**src/rtl/spm_host.sv**
```systemverilog
// spm_host: host-side sequencer for the serial-parallel multiplier.
// Holds x on the multiplier's parallel input, streams y LSB-first with sign
// extension for 2*WIDTH bits, and collects the serial product LSB-first
// into a 2*WIDTH-bit result offered on a valid/ready output.
module spm_host #(
  parameter int WIDTH = 32
) (
  input  logic                 clk,
  input  logic                 rst,
  input  logic                 in_valid,
  output logic                 in_ready,
  input  logic [WIDTH-1:0]     in_x,
  input  logic [WIDTH-1:0]     in_y,
  output logic                 out_valid,
  input  logic                 out_ready,
  output logic [2*WIDTH-1:0]   out_p,
  output logic                 spm_rst,
  output logic [WIDTH-1:0]     spm_x,
  output logic                 spm_y,
  input  logic                 spm_p
);

  localparam int PW = 2 * WIDTH;
  localparam int CW = $clog2(PW) + 1;
  localparam logic [CW-1:0] CNT_LAST = CW'(PW - 1);

  typedef enum logic [2:0] {
    S_IDLE,
    S_CLEAR,
    S_SHIFT,
    S_DRAIN,
    S_DONE
  } state_e;

  state_e          state_q, state_d;
  logic [CW-1:0]   cnt_q, cnt_d;
  logic [WIDTH-1:0] x_q, x_d;
  logic [WIDTH-1:0] ysh_q, ysh_d;
  logic [PW-1:0]   prod_q, prod_d;
  logic            in_ready_q, out_valid_q, spm_rst_q;

  // Next-state, datapath updates and the state-decoded serial operand bit.
  always_comb begin
    state_d = state_q;
    cnt_d   = '0;
    x_d     = x_q;
    ysh_d   = ysh_q;
    prod_d  = prod_q;
    spm_y   = 1'b0;
    case (state_q)
      S_IDLE: begin
        // in_ready_q already means "in IDLE and out of reset"
        if (in_valid && in_ready_q) begin
          x_d     = in_x;
          ysh_d   = in_y;
          prod_d  = '0;
          state_d = S_CLEAR;
        end
      end
      S_CLEAR: begin
        state_d = S_SHIFT;
      end
      S_SHIFT: begin
        spm_y = ysh_q[0];
        // arithmetic shift keeps feeding the sign once y's own bits run out
        ysh_d = {ysh_q[WIDTH-1], ysh_q[WIDTH-1:1]};
        // spm_p lags spm_y by one cycle, so nothing valid arrives at cnt 0
        if (cnt_q != '0) prod_d = {spm_p, prod_q[PW-1:1]};
        if (cnt_q == CNT_LAST) begin
          state_d = S_DRAIN;
        end else begin
          cnt_d = cnt_q + 1'b1;
        end
      end
      S_DRAIN: begin
        spm_y   = ysh_q[WIDTH-1];
        // last product bit (2W-1) produced by the final SHIFT cycle
        prod_d  = {spm_p, prod_q[PW-1:1]};
        state_d = S_DONE;
      end
      S_DONE: begin
        if (out_ready) state_d = S_IDLE;
      end
      default: state_d = S_IDLE;
    endcase
  end

  // State, datapath and registered handshake/clear outputs.
  always_ff @(posedge clk or negedge rst) begin
    if (!rst) begin
      state_q     <= S_IDLE;
      cnt_q       <= '0;
      x_q         <= '0;
      ysh_q       <= '0;
      prod_q      <= '0;
      in_ready_q  <= 1'b0;
      out_valid_q <= 1'b0;
      spm_rst_q   <= 1'b1;
    end else begin
      state_q     <= state_d;
      cnt_q       <= cnt_d;
      x_q         <= x_d;
      ysh_q       <= ysh_d;
      prod_q      <= prod_d;
      in_ready_q  <= (state_d == S_IDLE);
      out_valid_q <= (state_d == S_DONE);
      spm_rst_q   <= (state_d == S_CLEAR);
    end
  end

  assign in_ready  = in_ready_q;
  assign out_valid = out_valid_q;
  assign out_p     = prod_q;
  assign spm_rst   = spm_rst_q;
  assign spm_x     = x_q;

endmodule
```
**config.mk**
```make
export PLATFORM = sky130hd
export DESIGN_NAME = spm_host
export DESIGN_NICKNAME = d
export VERILOG_FILES = /design/src/rtl/spm_host.sv
export SDC_FILE = /design/constraint.sdc
export NUM_CORES = 1
export LEC_CHECK = 0
export ABC_CLOCK_PERIOD_IN_PS = 1900
export BUFFER_PORTS_ARGS = -buffer_cell sky130_fd_sc_hd__buf_2
export CAP_MARGIN = 20
export CORE_UTILIZATION = 48
export DETAILED_ROUTE_END_ITERATION = 8
export PLACE_DENSITY_LB_ADDON = 0.15
export SLEW_MARGIN = 30
export SYNTH_ARGS = -nofsm -noshare
export SYNTH_HDL_FRONTEND = slang
export SYNTH_SLANG_ARGS = --single-unit
```
**constraint.sdc**
```tcl
create_clock -name clk -period 1.9 [get_ports clk]
set_input_delay 0.285 -clock clk [delete_from_list [all_inputs] [get_ports clk]]
set_output_delay 0.285 -clock clk [all_outputs]
set_load 0.05 [all_outputs]
```
==> impl_metrics.yaml <==
outcome:
  outcome: "completed"
pwr:
  p_leak_uw: 0.004342
  power_switching_uw: 1571
  p_sw_frac: 0.2332
  seq_power_share: 0.462
  cellInternalPower_uw: 5166
  clockPowerShare: 0.468
  irDropWorstVdd_mv: 0.5182
  power_density_nw_per_um2: 801.3
  p_total_uw: 6737
  combPwrFrac: 0.070
worst_setup_path:
  startpoint_type: "register"
  r2r_start: "state_q[0]"
  r2r_setup_slack_ns: 0.10
  reg2reg_depth: 5
  path_class: "reg2out"
  endpoint_kind: "output pin"
  crit_required_ns: 1.62
  regToRegEndpoint: "ysh_q[8]"
  critPathMaxFanout: 11
  cp.arrival_ns: 1.53
sta:
  finalMaxSlewViolations: 0
  grt_setup_unrepaired: "no"
  min_period_ns: 1.819
  hold_viol: 0
  finalSetupViolCount: 0
  fin_setup_tns_ns: 0
  whs_ns: 0.08279
  fmax_mhz: 549.8
  post-route-period-util: 0.9573
  skew_ns: 0.008597
  worst_pin_slew_ns: 0.6768
  maxSlewHeadroom: 0.5488
min_path:
  hold_path_class: "in2reg"
  min_path_cells: 2
  hold_path.startpoint: "in_x[9]"
  whs_endpoint: "spm_x[9]"
clock_network:
  cts.sinks: 141
  cts_setup_buffers: 0
  cts_tree: "done"
  clkTransAtPathRegs_ns: 0.05
  cts_buffers: 17
  clk-insertion-delay-late_ns: 0.42
  h-tree-depth: 4
  root_buffer: "clkbuf_16"
  cts_buffer_depth: 2
floorplan:
  rows: 43
  core-area_um2: 13830
  start_util: 0.4903
  die_x_um: 120.8
  dieArea_um2: 14600
  pin_count: 169
  fp.dieH_um: 120.8
placed_design:
  numPortBuffers: 168
  hpwl_mm: 10.26
  place_congestion: 0.7662
  dp_cells: 940
global_route:
  grt_busiest_layer: "met2"
  met2_usage: 0.3750
  globalRouteMet1Util: 0.3115
  track_usage: 0.2348
  grt_use_met3: 0.05094
  grt_pass1_wl_mm: 27.10
  antenna_found_initial: 0
  grt_max_degree: 96
  gr-total-overflow: 0
  grt_pass1_vias: 5399
finish:
  fin_cells: 973
  finalNetCount: 851
  fillers: 1169
  postLayoutCoreUtil: 0.6080
  syn_to_final_growth_pct: 24.01
  layout-drive-gt1-share: 0.2951
  antennaDiodeCount: 0
detailed_routing:
  ant_nets: 0
  wl_per_cell_um: 16.84
  viasPerCell: 5.792
  routed_wl_mm: 16.38
  drt_iter0_markers: 407
  drc: 0
  firstDrtPassIters: 8
  num_vias: 5636
synth:
  yosys_warnings: 0
  synthCells: 634
  synth_cell_type_count: 41
  async_reset_ff_frac: 1.000
  synth.avg_cell_area_um2: 10.69
  synth_seq_cells: 141
  synth_nets: 705
  netlist_area_um2: 6779
  ys.flop_type: "dfrtp_1"
  ys_seq_area_frac: 0.5207
  synth_edf_count: 0
job:
  cap_viol_max_count: 0
-- worst max-delay path: stages, from the launching register on --
cell and delay [ns]:
dfrtp_4 0.54, nand2b_2 0.22, nor2_1 0.12, clkbuf_4 0.24
-- cell usage after synthesis, types with 2 or more instances --
master    count  area, um^2
dfrtp_1     140        3503
o221ai_1     64       560.5
a221o_1      31       310.3
mux2_2        5       56.30
inv_1        66       247.7
mux2_1       27       304.0
nand2_1      68       255.2
xor2_1        2       17.52
ha_1          2       25.02
nand3_1       3       15.01
clkbuf_1     41       153.9
or3_1         2       12.51
buf_2        13       65.06
o211ai_1     63       473.0
nor3b_1      31       232.7
buf_6         9       101.4
and2_0        2       12.51
nor2_1        8       30.03
o21ai_0       4       20.02
a22o_1        2       17.52
and2_1       29       181.4
xnor2_1       2       17.52
nor3_1        2       10.01
-- repair_timing --
| item | 4_1_cts | 5_1_grt |
|---|---|---|
| hold buffers | 1 | 0 |
| resized for setup | 0 | 3 |
| endpoints found under the hold margin | 32 | 0 |
| endpoints found under the setup margin | 0 | 15 |
-- final cells by class --
type | count | area (um^2) | share of cell area
well taps | 180 | 225.2 | 0.02679
flip-flops and latches | 141 | 3535 | 0.4204
multi-input cells | 362 | 2713 | 0.3227
inverters | 67 | 256.5 | 0.03051
repair buffers | 191 | 1112 | 0.1323
clock inverters | 7 | 60.06 | 0.007144
clock buffers | 25 | 505.5 | 0.06013
-- logic make-up (layout without fill, tap and decap cells) --
kind of cell,after synthesis,after routing,synth area share
and+or+nand+nor,154,154,0.1213
muxes,33,33,0.05463
AOI/OAI and AO/OA,169,169,0.2093
xor gates and xnor gates,4,4,0.005169
buffers and inverters,131,290,0.08527
adders and majority gates,2,2,0.003691
DFF,141,141,0.5207
-- cells in the final DEF, fill, tap and decap left out, types with 2 or more instances in the layout --
cell type and n:
buf_4 15, and2_1 29, xor2_1 2, o221ai_1 64
nor3b_1 31, xnor2_1 2, or3_1 2, clkbuf_16 17
inv_1 66, o21ai_0 4, nor2_1 8, o211ai_1 63
buf_2 166, a22o_1 2, mux2_2 5, clkbuf_1 3
dfrtp_1 138, clkbuf_8 5, a221o_1 31, clkinv_2 6
ha_1 2, nand3_1 3, mux2_1 27, nor3_1 2
nand2_1 67, buf_12 7, and2_0 2
-- worst max-delay path by stage --
| stage | depth (start not counted) | end | start | slack, ns |
|---|---|---|---|---|
| 2_1_floorplan | 8 | spm_x[10] | state_q[0] | 0.10 |
| 3_3_place_gp | 4 | spm_x[4] | state_q[0] | 0.14 |
| 3_5_place_dp | 4 | spm_x[3] | state_q[0] | 0.07 |
| 4_1_cts | 3 | spm_y | state_q[2] | 0.02 |
| 5_1_grt | 3 | spm_y | state_q[2] | 0.008 |
| 6_report | 3 | spm_y | state_q[2] | 0.08 |
-- per-layer routing --
layer / vias up / wire length (um)
met5: - / 0
met4: 0 / 275
met3: 21 / 713
met2: 144 / 8090
met1: 2852 / 7305
li1: 2619 / -
-- registers in the layout, indices dropped and copies added (netlist names) --
register	cells
out_p	64
spm_rst	1
spm_x	32
state_q	3
out_valid	1
in_ready	1
cnt_q	7
ysh_q	32
-- through the flow --
| stage | cell area, um^2 | setup WS, ns |
|---|---|---|
| 2_1_floorplan | 6780 | 0.1050 |
| 3_3_place_gp | 7821 | 0.1433 |
| 3_5_place_dp | 7821 | 0.06531 |
| 4_1_cts | 8397 | 0.02284 |
| 5_1_grt | 8407 | 0.007921 |
| 6_report | 8407 | 0.08116 |
-- power groups by stage --
| stage | combinational, uW | clock, uW | sequential [uW] |
|---|---|---|---|
| after floorplan | 85.6 | 0 | 3340 |
| after global placement | 467 | 0 | 3160 |
| after detailed placement | 477 | 0 | 3160 |
| after CTS | 480 | 3220 | 3110 |
| after global routing | 512 | 3350 | 3120 |
| final | 473 | 3150 | 3110 |
No activity file was read; power rests on OpenSTA's default activity.
